<file path="config.mk">
export PLATFORM = sky130hd
export DESIGN_NAME = interconnect_link_boundary_buffer
export DESIGN_NICKNAME = d
export VERILOG_FILES = /design/src/rtl/interconnect_link_boundary_buffer.sv
export SDC_FILE = /design/constraint.sdc
export NUM_CORES = 1
export LEC_CHECK = 0
export ABC_AREA = 1
export BUFFER_PORTS_ARGS = -buffer_cell sky130_fd_sc_hd__buf_2
export CAP_MARGIN = 20
export CORE_MARGIN = 3
export CORE_UTILIZATION = 65
export CTS_BUF_LIST = sky130_fd_sc_hd__clkbuf_8
export CTS_CLUSTER_SIZE = 28
export DETAILED_ROUTE_END_ITERATION = 8
export PLACE_DENSITY = 0.87
export SLEW_MARGIN = 20
export SYNTH_ARGS = -nofsm -noshare
export SYNTH_HDL_FRONTEND = slang
export SYNTH_SLANG_ARGS = --single-unit
export TNS_END_PERCENT = 10
</file>
<file path="constraint.sdc">
create_clock -name clock -period 14.25 [get_ports clock]
set_input_delay 1.425 -clock clock [delete_from_list [all_inputs] [get_ports clock]]
set_output_delay 1.425 -clock clock [all_outputs]
set_load 0.03 [all_outputs]
</file>
<file path="src/rtl/interconnect_link_boundary_buffer.sv">
// Per-plane FIFO buffer for one direction of an interconnect link.
// Breaks the req/ack combinational path and reports when every plane is empty.
module interconnect_link_boundary_buffer #(
    parameter int NUM_PLANES = 2,
    parameter int TAG_WIDTH  = 3,
    parameter int WORD_WIDTH = 32,
    parameter int DEPTH      = 4
) (
    input  logic                                      clock,
    input  logic                                      reset,
    input  logic                                      enable,
    input  logic [NUM_PLANES*TAG_WIDTH-1:0]           input_tag_lines,
    input  logic [NUM_PLANES*WORD_WIDTH-1:0]          input_data_lines,
    input  logic [NUM_PLANES-1:0]                     input_reqs,
    output logic [NUM_PLANES-1:0]                     input_acks,
    output logic [NUM_PLANES*TAG_WIDTH-1:0]           output_tag_lines,
    output logic [NUM_PLANES*WORD_WIDTH-1:0]          output_data_lines,
    output logic [NUM_PLANES-1:0]                     output_reqs,
    input  logic [NUM_PLANES-1:0]                     output_acks,
    output logic [NUM_PLANES*$clog2(DEPTH+1)-1:0]     occupancies,
    output logic                                      quiescent
);

    localparam int PTR_W   = $clog2(DEPTH);
    localparam int CNT_W   = $clog2(DEPTH + 1);
    localparam int ENTRY_W = TAG_WIDTH + WORD_WIDTH;

    // DEPTH need not be a power of two, so pointers wrap explicitly.
    function automatic logic [PTR_W-1:0] next_ptr(input logic [PTR_W-1:0] ptr);
        return (ptr == PTR_W'(DEPTH - 1)) ? '0 : ptr + PTR_W'(1);
    endfunction

    logic [NUM_PLANES-1:0] plane_empty;

    assign quiescent = &plane_empty;

    for (genvar p = 0; p < NUM_PLANES; p++) begin : g_plane
        logic [ENTRY_W-1:0] mem_q [DEPTH];
        logic [ENTRY_W-1:0] mem_d [DEPTH];
        logic [PTR_W-1:0]   wr_ptr_q, wr_ptr_d;
        logic [PTR_W-1:0]   rd_ptr_q, rd_ptr_d;
        logic [CNT_W-1:0]   count_q, count_d;
        logic               ack, req, push, pop;
        logic [ENTRY_W-1:0] head;

        // Handshake outputs come from registered count only, never from the far side.
        assign ack  = enable & (count_q != CNT_W'(DEPTH));
        assign req  = enable & (count_q != '0);
        assign push = input_reqs[p] & ack;
        assign pop  = output_acks[p] & req;
        assign head = mem_q[rd_ptr_q];

        assign input_acks[p]                                  = ack;
        assign output_reqs[p]                                 = req;
        assign output_tag_lines[TAG_WIDTH*p +: TAG_WIDTH]     = head[ENTRY_W-1 -: TAG_WIDTH];
        assign output_data_lines[WORD_WIDTH*p +: WORD_WIDTH]  = head[WORD_WIDTH-1:0];
        assign occupancies[CNT_W*p +: CNT_W]                  = count_q;
        assign plane_empty[p]                                 = (count_q == '0);

        always_comb begin
            mem_d    = mem_q;
            wr_ptr_d = wr_ptr_q;
            rd_ptr_d = rd_ptr_q;
            count_d  = count_q;
            if (push) begin
                mem_d[wr_ptr_q] = {input_tag_lines[TAG_WIDTH*p +: TAG_WIDTH],
                                   input_data_lines[WORD_WIDTH*p +: WORD_WIDTH]};
                wr_ptr_d        = next_ptr(wr_ptr_q);
            end
            if (pop) begin
                rd_ptr_d = next_ptr(rd_ptr_q);
            end
            if (push && !pop) begin
                count_d = count_q + CNT_W'(1);
            end else if (pop && !push) begin
                count_d = count_q - CNT_W'(1);
            end
        end

        // Storage is cleared on reset so the head reads zero after reset.
        always_ff @(posedge clock or posedge reset) begin
            if (reset) begin
                for (int i = 0; i < DEPTH; i++) begin
                    mem_q[i] <= '0;
                end
                wr_ptr_q <= '0;
                rd_ptr_q <= '0;
                count_q  <= '0;
            end else begin
                for (int i = 0; i < DEPTH; i++) begin
                    mem_q[i] <= mem_d[i];
                end
                wr_ptr_q <= wr_ptr_d;
                rd_ptr_q <= rd_ptr_d;
                count_q  <= count_d;
            end
        end
    end

endmodule
</file>
; ---- Word level (Yosys, flattened, before mapping)
; Index checks and enable logic that the tools add are counted.
[totals]
wordCells = 83
inputBits = 77
out_inout_bits = 81
reg_bits = 294
[op_classes]
n_reduce_logical = 17
bitwise = 12
muxes = 20
magnitude_cmp = 6
add_sub_neg = 8
eq_ne = 6
[op_table]
columns = cell, n
row1 = $bwmux 140, 2
row2 = $mux 35, 6
row3 = $bmux 35 s2, 2
row4 = $demux 35 s2, 2
row5 = $ge 3x3->1 const B, 4
row6 = $mux 3, 4
row7 = $not 2->3, 4
row8 = $add 2x1->2 const B, 4
row9 = $and 1x1->1, 8
row10 = $eq 2x2->1 const B, 4
row11 = $mux 2, 4
row12 = $add 3x1->3 const B, 2
row13 = $logic_and 1x1->1, 6
row14 = $logic_not 3->1, 2
row15 = $lt 3x1->1 const B, 2
row16 = $ne 3x3->1 const B, 2
row17 = $reduce_bool 3->1, 2
row18 = $sub 3x1->3 const B, 2
row19 = $logic_not 1->1, 4
row20 = $reduce_bool 2->1, 2
row21 = $reduce_and 2->1, 1

; ---- Depth between registers and ports, before layout
; Gate-level depths: netlist of the first run.
[depth]
ltp_word = 7
mapped_depth = 12
mapped_depth_nobuf = 11

; ---- Worst setup path after synthesis of the first run
; OpenSTA, ideal clock, no wires.
[synth_timing]
kind = input-to-output
startpoint = input port enable
endpoint = output port input_acks[1]
path_buffers = 2
arrival_time_ps = 2134
cell_stages = 4
setup_slack_ps = 10691
required_time_ps = 12825
cell_sequence = inv_2 a21oi_4 clkbuf_1 buf_4
[synth_between]
elab_chain_len = 1
[synth_rtl]
columns = element, line
row1 = from (decl), 11  ; input logic enable,
row2 = $and 1x1->1, 47  ; assign ack = enable & (count_q != CNT_W'(DEPTH));
row3 = to (decl), 15  ; output logic [NUM_PLANES-1:0] input_acks,
; No other way between the ends.

; ---- Final worst setup path of the first run
[layout_timing]
startpoint = register g_plane[1].rd_ptr_q[0]
endpoint = output port output_data_lines[63]
[layout_between]
elab_chain_len = 4
[layout_rtl]
columns = element, line
row1 = from (decl), 41  ; logic [PTR_W-1:0] rd_ptr_q, rd_ptr_d;
row2 = from (signal assigned), 94  ; rd_ptr_q <= rd_ptr_d;
row3 = $not 2->3 (implied by the code), 51  ; assign head = mem_q[rd_ptr_q];
row4 = $bmux 35 s2, 51
row5 = $mux 35 (implied by the code) (2 in series), 51
row6 = to (decl), 17  ; output logic [NUM_PLANES*WORD_WIDTH-1:0] output_data_lines,
; No other way between the ends. The select of a mux whose other input is x is not followed.

==> flow_results.org, run 1 <==
** Placed design
- Prior to clock tree synthesis, the placed netlist has a worst setup slack of 10060 ps.
- Quantity of I/O buffers inserted on ports :: 157
- Inst Count DP :: 2041
- The wire-length estimate of the detail-placed layout is approximately 22000 µm.
- RD Place Congestion :: 0.804

** Clock tree
- No sink is reached through more buffers than the 3 on the longest clock path.
- The number of setup buffers added after CTS is 0.
- TritonCTS built the clock tree.
- The H-tree generated during clock tree synthesis spans 2 levels.
- For this design, the CTS-stage hold fixing added 0 buffers.
- Clock-pin slew was measured on the worst setup and hold paths at 70 ps.
- The number of clock buffers added by TritonCTS is roughly 50.
- Quantity of gates resized following cts :: 0
- Counting every sink on the clock net gives 294.
- The root buffer cell chosen for the clock tree is clkbuf_8.
- For the worst-skew pair, the clock arrives at the later sink with an insertion delay of 570 ps.

** Synth
- Post-synthesis compound-gate area fraction :: 8.35%
- Multiplexer cells account for 0.0790% of the synthesized area.
- EDFF count, synth :: 0
- Counting distinct cell types in the post-synthesis netlist gives 25.
- Share of flip-flops with an asynchronous set or reset :: 100%
- For this run, the number of Yosys warnings is 0.
- The mapped netlist covers 14300 µm².
- Post-synthesis share of cell area spent on xor and xnor gates :: 0.246%
- Proportion of synthesized chip area in sequential cells :: 51.6%
- Summing the areas of all and, or, nand and nor instances in the mapped netlist gives between 30% and 40% of the synthesized area.
- Largest family of logic cells by synthesized area :: simple AND/OR/NAND/NOR gates
- Leading post-synthesis cells by cell area :: dfrtp_1, nand2_1, nand4_1, o21ai_0, nor2_1
- When the netlist entered floorplanning its net count stood at 1838.
- Commonest cells in the synthesized netlist :: nand2_1, dfrtp_1, nand4_1, nor2_1, o21ai_0
- In the post-synthesis netlist, the cell with the most instances is nand2_1.
- Among all flip-flop cells after synthesis, the most frequent one is dfrtp_1.
- The synthesized design devotes to its leading area cell type 51.6% of total area.
- Syn avg cell area :: around 8.2 µm²
- Number of synthesized register bits :: 294
- The cell count after synthesis came out at 1747.
- The biggest area contributor in the post-synthesis netlist is dfrtp_1.
- After Yosys synthesis, full adders, half adders and majority gates account for 1.33% of the synthesized area.

** GRT
- The number of global-route vias before repair was between 10000 and 15000.
- The total overflow left after global routing is 0.
- Largest net degree at the start of global routing :: roughly 140
- Initial antenna violation count :: 7
- The first global-routing pass estimated 67500 µm of wire.
- Across every metal layer, demand over resource in global routing totals 34.1%.

** Power
- In this run the static leakage power is ~8.3 nW.
- Part of the power in the clock network :: a little under a fifth
- Combinational Power Share :: between 40% and 50%
- Sequential cells account for 34.2% of the total power.
- Power dissipated by switching net loads :: slightly below 2 mW
- Across the VDD grid, the largest voltage drop is around 0.15 mV.
- Dividing total power by cell area gives a power density of 263 nW/µm².
- Total internal power :: 2.23 mW
- Summing internal, switching and leakage power gives 4.21 mW.
- Fraction of power spent switching nets :: 47.0%

** Drt
- Detailed router's first-iteration violation count :: 1820
- The detail route stage leaves a number of antenna-violating nets equal to 0.
- Wire length per cell :: 19.4 µm
- Total wire length :: 41500 µm
- First-pass DRT Iterations :: 6
- Count of unresolved DRC violations after routing :: 0
- In the routed layout, each cell is associated on average with a via count of 6.43.
- Total vias in the final route :: approximately 14000

** Setup path
- STA classifies the critical path endpoint as an output pin.
- Arrival time worst endpoint :: 3390 ps
- Startpoint Class :: flip-flop
- Required time at the endpoint of the critical path :: 12820 ps
- Type of the worst setup path :: flip-flop to output pin
- Worst-path fanout max :: 74

** Final layout
- NumNets Final :: between 1500 and 2000
- After the flow finishes, the layout carries non-filler instances totaling 2136.
- In the final layout, the share of cells above drive strength 1 is about 15%.
- Area delta synth->final :: 12.1%

** Die
- Total Die Area :: 23800 µm²
- Num ports :: 158
- Width of the die :: 154 µm
- The initialized floorplan defines 53 standard-cell rows.
- The die is 154 µm tall.
- Once the floorplan was initialized, standard cells occupied between 60% and 70% of the core.
- Area of the core :: 21300 µm²

** Timing
- Setup slack on the critical path of the routed design comes to 9440 ps.
- Setup violations remaining at the end of the flow were counted as 0.
- Number of endpoints with negative hold slack in the final report :: 0
- Final hold analysis gives a worst-case slack of about 470 ps.
- Summed negative setup slack over all endpoints :: 0 ps
- Setup repair after global routing left no endpoint under its margin.
- The worst path needs 4810 ps of the cycle, external delays included.
- For the pin with the worst max-slew slack, the measured transition is 1140 ps.
- The number of pins with negative max-slew slack in the final report is 0.
- Final clock skew :: 16.5 ps
- Period Utilization, post-route :: 33.8%
- Headroom to the max-slew limit :: 24.3%
- Maximum clock rate :: 0.208 GHz

** Hold path
- The min-delay analysis places its worst path in the category flip-flop to flip-flop.

** Status
- The run finished with clean final reports.

** Flow run
- Total of max-cap violations :: 0
registers in the layout (all words and copies together) (netlist names):
register,count
g_plane.wr_ptr_q,4
g_plane.rd_ptr_q,4
g_plane.mem_q,280
g_plane.count_q,6
power by group through the flow:
stage               logic (mW)  registers, mW  clock network [mW]
global placement          1.90           1.43                   0
CTS                       1.97           1.44               0.779
finish                    2.00           1.44               0.772
floorplan                 1.43           1.41                   0
detailed placement        1.95           1.44                   0
global route              2.17           1.48               0.820
placed cells by master, fill, tap and decap left out, drive strengths merged, types with 2 or more instances in the layout:
master  instances
nor2          147
ha             12
o22ai          70
nand4         288
xnor2           2
or2             2
clkbuf         63
dfrtp         294
fa              2
buf           187
clkinv         10
o21ai         142
xor2            2
inv            31
nand3           9
nand2         587
a21oi           4
diode           5
bufinv          2
cell type report:
class | count | area, µm²
Clock buffer | 63 | 867
Multi-Input combinational cell | 1268 | 6100
Timing Repair Buffer | 187 | 1070
Clock inverter | 26 | 163
Antenna cell | 5 | 12.5
Tap cell | 275 | 344
Fill cell | 1592 | 5300
Inverter | 18 | 76.3
Sequential cell | 294 | 7360
worst paths after layout:
kind / from / end / slack (ps) / depth (start not counted)
worst max-delay path: g_plane[1].rd_ptr_q[0] / output_data_lines[63] / 9440 / 5
worst min-delay path: g_plane[0].mem_q[88] / g_plane[0].mem_q[88] / 470 / 2
worst max register to register: g_plane[1].count_q[0] / g_plane[1].mem_q[71] / 11620 / 5
worst min register to register: g_plane[0].mem_q[88] / g_plane[0].mem_q[88] / 470 / 2
max in group asynchronous: reset / g_plane[1].rd_ptr_q[0] / 11580 / 3
min in group asynchronous: reset / g_plane[0].mem_q[128] / 1060 / 2
layer usage:
layer / part of all wire [%] / vias up / GRT usage (%)
met2: 49 / 851 / 54.9
met1: 37 / 6573 / 44.7
met4: 3.5 / 6 / 15.7
li1: - / 6159 / -
met5: 0.094 / - / 0
met3: 10 / 140 / 7.18
worst max-delay path: stages, from the launching register on:
cell      delay, ps
dfrtp_2         340
buf_4           600
clkinv_2        970
o21ai_0         470
o22ai_1         190
buf_2           220
logic make-up (layout without fill, tap and decap cells):
family,count (synthesis),after routing
and+or+nand+nor,1033,1033
DFF,294,294
AOI/OAI and AO/OA,216,216
buffers and inverters,185,294
adders and majority gates,14,14
xor gates and xnor gates,4,4
muxes,1,1
other,0,5
stage by stage:
stage | utilization (%) | cell area, µm²
after floorplan | - | 14300
after detailed placement | 70.1 | 14900
final | 75.1 | 16000
after global placement | 69.9 | 14900
after global routing | 75.1 | 16000
after CTS | 74.9 | 15900
(Power assumes the default switching activity.)
==> run 2, diff against run 1 <==
Settings changed: ABC_AREA 1 to 0, CORE_UTILIZATION 65 to 55, PLACE_DENSITY 0.87 to 0.79.
Clock period 14.25 ns to 4.15 ns, I/O delays scaled along.
==> flow_results.org, run 2 <==
** Status
- Result of the run :: finished clean

** Die
- In this run the horizontal extent of the chip is around 160 µm.
- Once the floorplan was initialized, standard cells occupied 56.4% of the core.
- Chip Height :: 162 µm
- Num ports :: about 160
- Area of the core :: 23600 µm²
- The floorplan step defined a die boundary enclosing 26100 µm².
- # rows :: 56

** Setup path
- The largest single stage delay on the critical path is between 900 and 1000 ps.
- Type of the worst setup path :: flip-flop to output pin
- Arrival time worst endpoint :: ~2600 ps
- The worst setup path is captured at an output pin.
- STA classifies the critical path startpoint as a flip-flop.
- Max stage delay cell, worst path :: dfrtp_2
- Worst-path fanout max :: 28
- The cell family contributing the most delay on the critical path is flip-flops.
- Reg2Reg Depth :: 6
- Beginning of the critical path :: g_plane[1].rd_ptr_q[0]
- Setup slack of the worst register-to-register path :: 1630 ps
- Reg-to-reg endpoint :: g_plane[1].count_q[1]
- The signal on the critical path passes through buf_4, mux4_2, buf_2.
- At the worst endpoint, the required time is 3730 ps.
- Launch point of the worst reg-to-reg path :: g_plane[1].count_q[0]
- Worst path buffer plus inverter count :: 2

** Timing
- Dividing the final minimum period by the clock period gives between 70% and 80%.
- Final critical delay including setup and external delays :: between 3000 and 4000 ps
- Setup repair after global routing left no endpoint under its margin.
- Final clock skew :: between 10 and 15 ps
- The number of pins with negative max-slew slack in the final report is 0.
- Based on the critical path, the design can be clocked at up to 0.328 GHz.
- Post-Route Hold Slack :: ~21 ps
- Headroom to the max-slew limit :: 38.6%
- The total count of hold-check failures in the final report is 0.
- Count of endpoints failing setup in the final report :: 0
- After layout, the worst setup slack is ~1100 ps.
- At the pin with the least slew margin, the transition time is 921 ps.

** Placed design
- Post-placement cell area :: 14300 µm²
- Once placement completed, the tool counted placed cells totaling 1201.
- Detailed placement ended at an HPWL of 15400 µm.
- At the placement stage, the worst setup path has a slack of 1590 ps.
- Quantity of I/O buffers inserted on ports :: 157
- Routability-driven placement finished with a final weighted congestion of around 0.77.

** GRT
- Entering global routing, the biggest net connects 93 pins.
- The number of global-route vias before repair was a little under 8000.
- Initial antenna violation count :: 3
- Wire length of the first global-routing pass :: around 42000 µm
- Global router's overall resource usage :: about a fifth
- Total global routing overflow :: 0

** Final layout
- Summing all non-filler instances in the final layout gives an area of approximately 15000 µm².
- Of the cells placed in the final design, the portion with a size suffix greater than 1 is 64.3%.
- Regs by FF count :: g_plane.mem_q: 280 flops, g_plane.count_q: 6 flops
- Number of standard cells in the final layout excluding fillers :: 1286
- The layout has 1700 filler cells.
- Across the whole layout, storage elements account for about 7400 µm².
- The net count of the finished layout is ~1000.
- Number of flip-flops in the largest register :: 280
- Leading cell type in the layout, fill and taps excluded :: dfrtp_1
- Compared with the post-synthesis result, the final layout area differs by 14.9%.
- Summing all multi-input logic gate instances after layout gives around 5500 µm².
- Highest-count cells in the layout ignoring fill and taps :: dfrtp_1, mux2_2, buf_2
- The register with the most flip-flops in the final layout is g_plane.mem_q.

** Clock tree
- The clock passes through at most 3 buffers.
- Clock insertion delay at the later pin of the skew report :: 540 ps
- Buffers inserted during clock tree synthesis total 48.
- Buffers inserted by post-CTS timing repair :: 0
- TritonCTS clock tree :: yes
- The clock drives 294 sinks.
- Clock slew at the register clock pins of the worst setup and hold paths :: 60 ps
- Post-CTS Hold Fix Bufs :: 0
- Quantity of gates resized following cts :: 0
- Clk root buf :: clkbuf_8
- Clock H-tree levels :: 2

** Drt
- Wire length per cell :: 19.5 µm
- Dividing the detail-routed via count by the number of cells gives 5.54.
- Detailed router's first-iteration violation count :: ~390
- Total wire length :: 25100 µm
- Across all layers, the routed design uses approximately 7000 vias.
- In this run the remaining antenna-violating nets after routing total 0.
- For this run, design rule violations remaining after detail routing come to 0.
- First-pass DRT Iterations :: 4

** Flow run
- Total of max-cap violations :: 0

** Synth
- Syn avg cell area :: 17.6 µm²
- Share of the synthesized area in the top cell type :: 55.2%
- After synthesis the cells add up to 13300 µm².
- Counting every instance in the synthesized netlist gives 757.
- After synthesis, the netlist uses 28 different library cells.
- Synthesis inferred between 200 and 300 register bits.
- Main flop type after synthesis :: dfrtp_1
- Commonest cells in the synthesized netlist :: dfrtp_1, mux2_2, mux4_2, mux2_4
- Most repeated cell in the gate-level netlist after synthesis :: dfrtp_1
- EDFF count, synth :: 0
- Most area-hungry cell type in the Yosys netlist :: dfrtp_1
- Proportion of synthesized chip area in sequential cells :: 55.2%
- Share of flip-flops with an asynchronous set or reset :: 100%
- Yosys printed 0 warnings.
- Sorting the synthesized cells by area gives the leading types as dfrtp_1, mux2_2, mux4_2, mux2_4, buf_6.
- When the netlist entered floorplanning its net count stood at 848.

** Power
- Across the VDD grid, the largest voltage drop is 0.462 mV.
- Power, Total :: 13.9 mW
- For this design the static power due to leakage is between 6 and 7 nW.
- Cell Pwr Density :: 910 nW/µm²

** Hold path
- The worst hold path belongs to the class primary input to asynchronous set/reset pin.
==> run 2: cell count changes after synthesis, moves of 11 or more <==
cell and change:
buf_6 +15, o22ai_1 -70, nor2_1 -139, mux4_2 +70
nand2_1 -585, buf_4 -11, mux2_4 +60, buf_2 -27
mux2_2 +228, o21ai_0 -142, nand4_1 -280, clkbuf_1 -95
==> run 2: layout make-up <==
type / instances / share of cell area (%)
antenna: 1 / 0.0164
inverter: 7 / 0.196
timing repair buffer: 173 / 6.16
multi-input combinational: 408 / 36.2
clock buffer: 65 / 5.85
sequential: 294 / 48.1
tap: 319 / 2.61
clock inverter: 19 / 0.867
==> run 2: worst max-delay path by stage <==
stage                            end  slack [ps]  depth (start not counted)
2_1_floorplan  g_plane[0].count_q[0]        -170                          1
3_3_place_gp   output_data_lines[40]        1630                          3
3_5_place_dp   output_data_lines[35]        1590                          3
4_1_cts        output_data_lines[35]         990                          3
5_1_grt         output_data_lines[1]         900                          3
6_report       output_data_lines[35]        1100                          3
==> run 2: per-layer routing <==
metal  GRT usage (%)  routed length (µm)  up-vias
met5               0                  27        -
met4            5.43                 474        4
met3            3.90                1100       42
met2            31.5               12200      144
met1            28.2               11300     3758
li1                -                   -     3172
==> run 2: cell families after synthesis <==
group                      count (synthesis)  share of synthesized area (%)
AOI/OAI and AO/OA                          2                          0.131
xor gates and xnor gates                   6                          0.394
adders and majority gates                 14                           1.43
buffers and inverters                     55                           3.38
DFF                                      294                           55.2
muxes                                    359                           37.9
and+or+nand+nor                           27                           1.51
==> run 2: stage by stage <==
step / utilization [%] / setup TNS, ps
after floorplan: - / -49430
after global routing: 64.8 / 0
after detailed placement: 60.5 / 0
final: 64.8 / 0
after global placement: 60.5 / 0
after CTS: 64.8 / 0
==> run 2: power breakdown <==
part / leakage (nW) / switching [mW] / internal, mW
logic: 2.75 / 2.95 / 3.09
registers: 3.54 / 0.960 / 4.31
clock network: 0.576 / 1.10 / 1.51
==> run 3, diff against run 2 <==
Clock period 4.15 ns to 2.5 ns, I/O delays scaled along.
==> flow_results.org, run 3 (same netlist as run 2, synthesis figures left out) <==
** Final layout
- Summing all flip-flop and latch instances after layout gives about 7400 µm².
- After the last flow step, the layout net total stands at 1104.
- The register with the most flip-flops in the final layout is g_plane.mem_q.
- Number of flip-flops in the largest register :: 280
- Cells fill 68.3% of the core in the end.
- From synthesis to final layout, the design area changed by 20.9%.
- The number of antenna diodes in the final layout is 0.
- Number of fill cells in the layout :: 1606
- In the final layout, the share of cells above drive strength 1 is 58.9%.
- Regs by FF count :: g_plane.mem_q: 280 flops, g_plane.count_q: 6 flops
- Highest-count cells in the layout ignoring fill and taps :: dfrtp_1, mux2_2, buf_2
- Leaving out fill and tap cells, the most frequent cell in the layout is dfrtp_1.
- Combined area of the multi-input logic cells :: approximately 5500 µm²
- Excluding fillers, the count of instances in the completed layout stands at 1367.

** Placed design
- The congestion estimate from routability-driven global placement came to 0.731.
- The wire-length estimate of the detail-placed layout is 15900 µm.
- Inst Count DP :: 1211
- Port buffering added 157 buffers.

** Drt
- Wire length per cell :: 19.1 µm
- Count of unresolved DRC violations after routing :: 0
- Number of nets with antenna violations after routing :: 0
- The pre-antenna-repair detailed-routing pass consisted of 4 iterations.
- Detailed router's first-iteration violation count :: 315
- Total wire length :: between 20000 and 30000 µm
- Total vias in the final route :: approximately 7400
- Drt via density :: about 5.4

** Die
- # rows :: 56
- After floorplanning, the core was sized to cover about 24000 µm².
- Total Die Area :: 26100 µm²
- Num ports :: 158
- Width of the die :: 162 µm
- Initial core utilization :: ~56%
- Chip Height :: roughly 160 µm

** Clock tree
- Clock H-tree levels :: 2
- Number of clock sinks seen by CTS :: 294
- Clock tree synthesis selected as its root buffer the cell clkbuf_8.
- In this run the post-CTS setup repair buffer count came out at 0.
- Clock insertion delay at the later pin of the skew report :: ~540 ps
- Post-CTS Hold Fix Bufs :: 71
- Clock tree synthesis inserted a total of 48 buffers.
- Quantity of gates resized following cts :: 0
- Maximum clock insertion buffer count :: 3
- Clock slew at the register clock pins of the worst setup and hold paths :: 60 ps
- TritonCTS built the clock tree.

** Setup path
- STA puts the critical path data arrival time at around 2100 ps.
- Startpoint Class :: flip-flop
- In this run the critical register-to-register path is launched from g_plane[1].count_q[1].
- At the worst endpoint, the required time is 2250 ps.
- In this run the worst setup path begins at g_plane[0].rd_ptr_q[0].
- Of all nets on the critical path, the largest fanout is 33.
- The worst setup path is captured at an output pin.
- Type of the worst setup path :: flip-flop to output pin

** GRT
- Initial antenna violation count :: 0
- The total overflow left after global routing is 0.
- The number of global-route vias before repair was 8284.
- Largest net degree at the start of global routing :: just under 70
- Global routing used 20.6% of the available tracks.
- The first global-routing pass estimated 43300 µm of wire.

** Timing
- Count of endpoints failing setup in the final report :: 0
- The number of pins with negative max-slew slack in the final report was 0.
- Period Utilization, post-route :: between 90% and 100%
- Setup repair after global routing left no endpoint under its margin.
- The clock period could shrink to 2330 ps.
- For the pin with the worst max-slew slack, the measured transition is 576 ps.
- For the final database, setup skew stands at ~8.3 ps.
- Static timing analysis puts the maximum clock frequency at approximately 0.43 GHz.
- Number of endpoints with negative hold slack in the final report :: 0
- The worst pin sits at a relative slew slack of 61.5%.

** Hold path
- Min-Delay Startpoint :: output_acks[0]
- Worst hold-check path type :: primary input to flip-flop

** Power
- The worst-case IR drop observed on VDD is between 1 and 1.5 mV.
- In this run the static leakage power is 7.24 nW.
- In this run the power density over the cells is approximately 1400 nW/µm².

** Status
- Result of the run :: finished clean

** Flow run
- Across the run, the number of max-cap violations was 0.
==> run 3: final cells by class <==
type	count	area share (%)
Clock buffer	57	4.87
Clock inverter	28	0.675
Inverter	7	0.186
Multi-Input combinational cell	408	34.4
Sequential cell	294	45.7
Tap cell	319	2.48
Timing Repair Buffer	254	11.7
==> run 3: layer usage <==
layer  global-route usage [%]  vias to the layer above  part of all wire, %
met4                     6.32                        0                  2.7
met2                     33.7                      152                   49
met3                     3.75                       56                  4.1
met1                     28.7                     3889                   44
li1                         -                     3335                    -
met5                        0                        -                    0
==> run 3: path summary, 6_finish.rpt <==
path | endpoint | slack (ps) | depth (start not counted)
min in group asynchronous | g_plane[1].mem_q[6] | 340 | 3
hold / removal | g_plane[0].rd_ptr_q[0] | 120 | 3
setup reg to reg | g_plane[1].count_q[2] | 320 | 8
max in group asynchronous | g_plane[0].rd_ptr_q[0] | 1410 | 4
setup / recovery | output_data_lines[9] | 170 | 3
hold reg to reg | g_plane[0].mem_q[9] | 500 | 1
==> run 3: worst max-delay path: stages, from the launching register on <==
cell and delay (ps):
dfrtp_2 450, buf_12 300, mux4_2 570, buf_2 200
==> run 3: stage by stage <==
step                      instance area [µm²]  setup WS, ps  TNS, ps  hold slack (ps)  total power [mW]
final                                   16100           169        0              122              23.0
after global routing                    16100          56.2        0             99.6              24.3
after CTS                               16100           114        0             83.6              23.2
after detailed placement                14500           329        0              347              19.2
after global placement                  14500           393        0              345              18.9
after floorplan                         13300         -1650  -486020              398              16.6
==> run 3: report_power, final <==
part | internal [mW] | leakage, nW | switching, mW | total, mW
registers | 7.17 | 3.54 | 1.31 | 8.48
logic | 5.36 | 3.15 | 5.27 | 10.6
clock network | 2.05 | 0.555 | 1.80 | 3.85
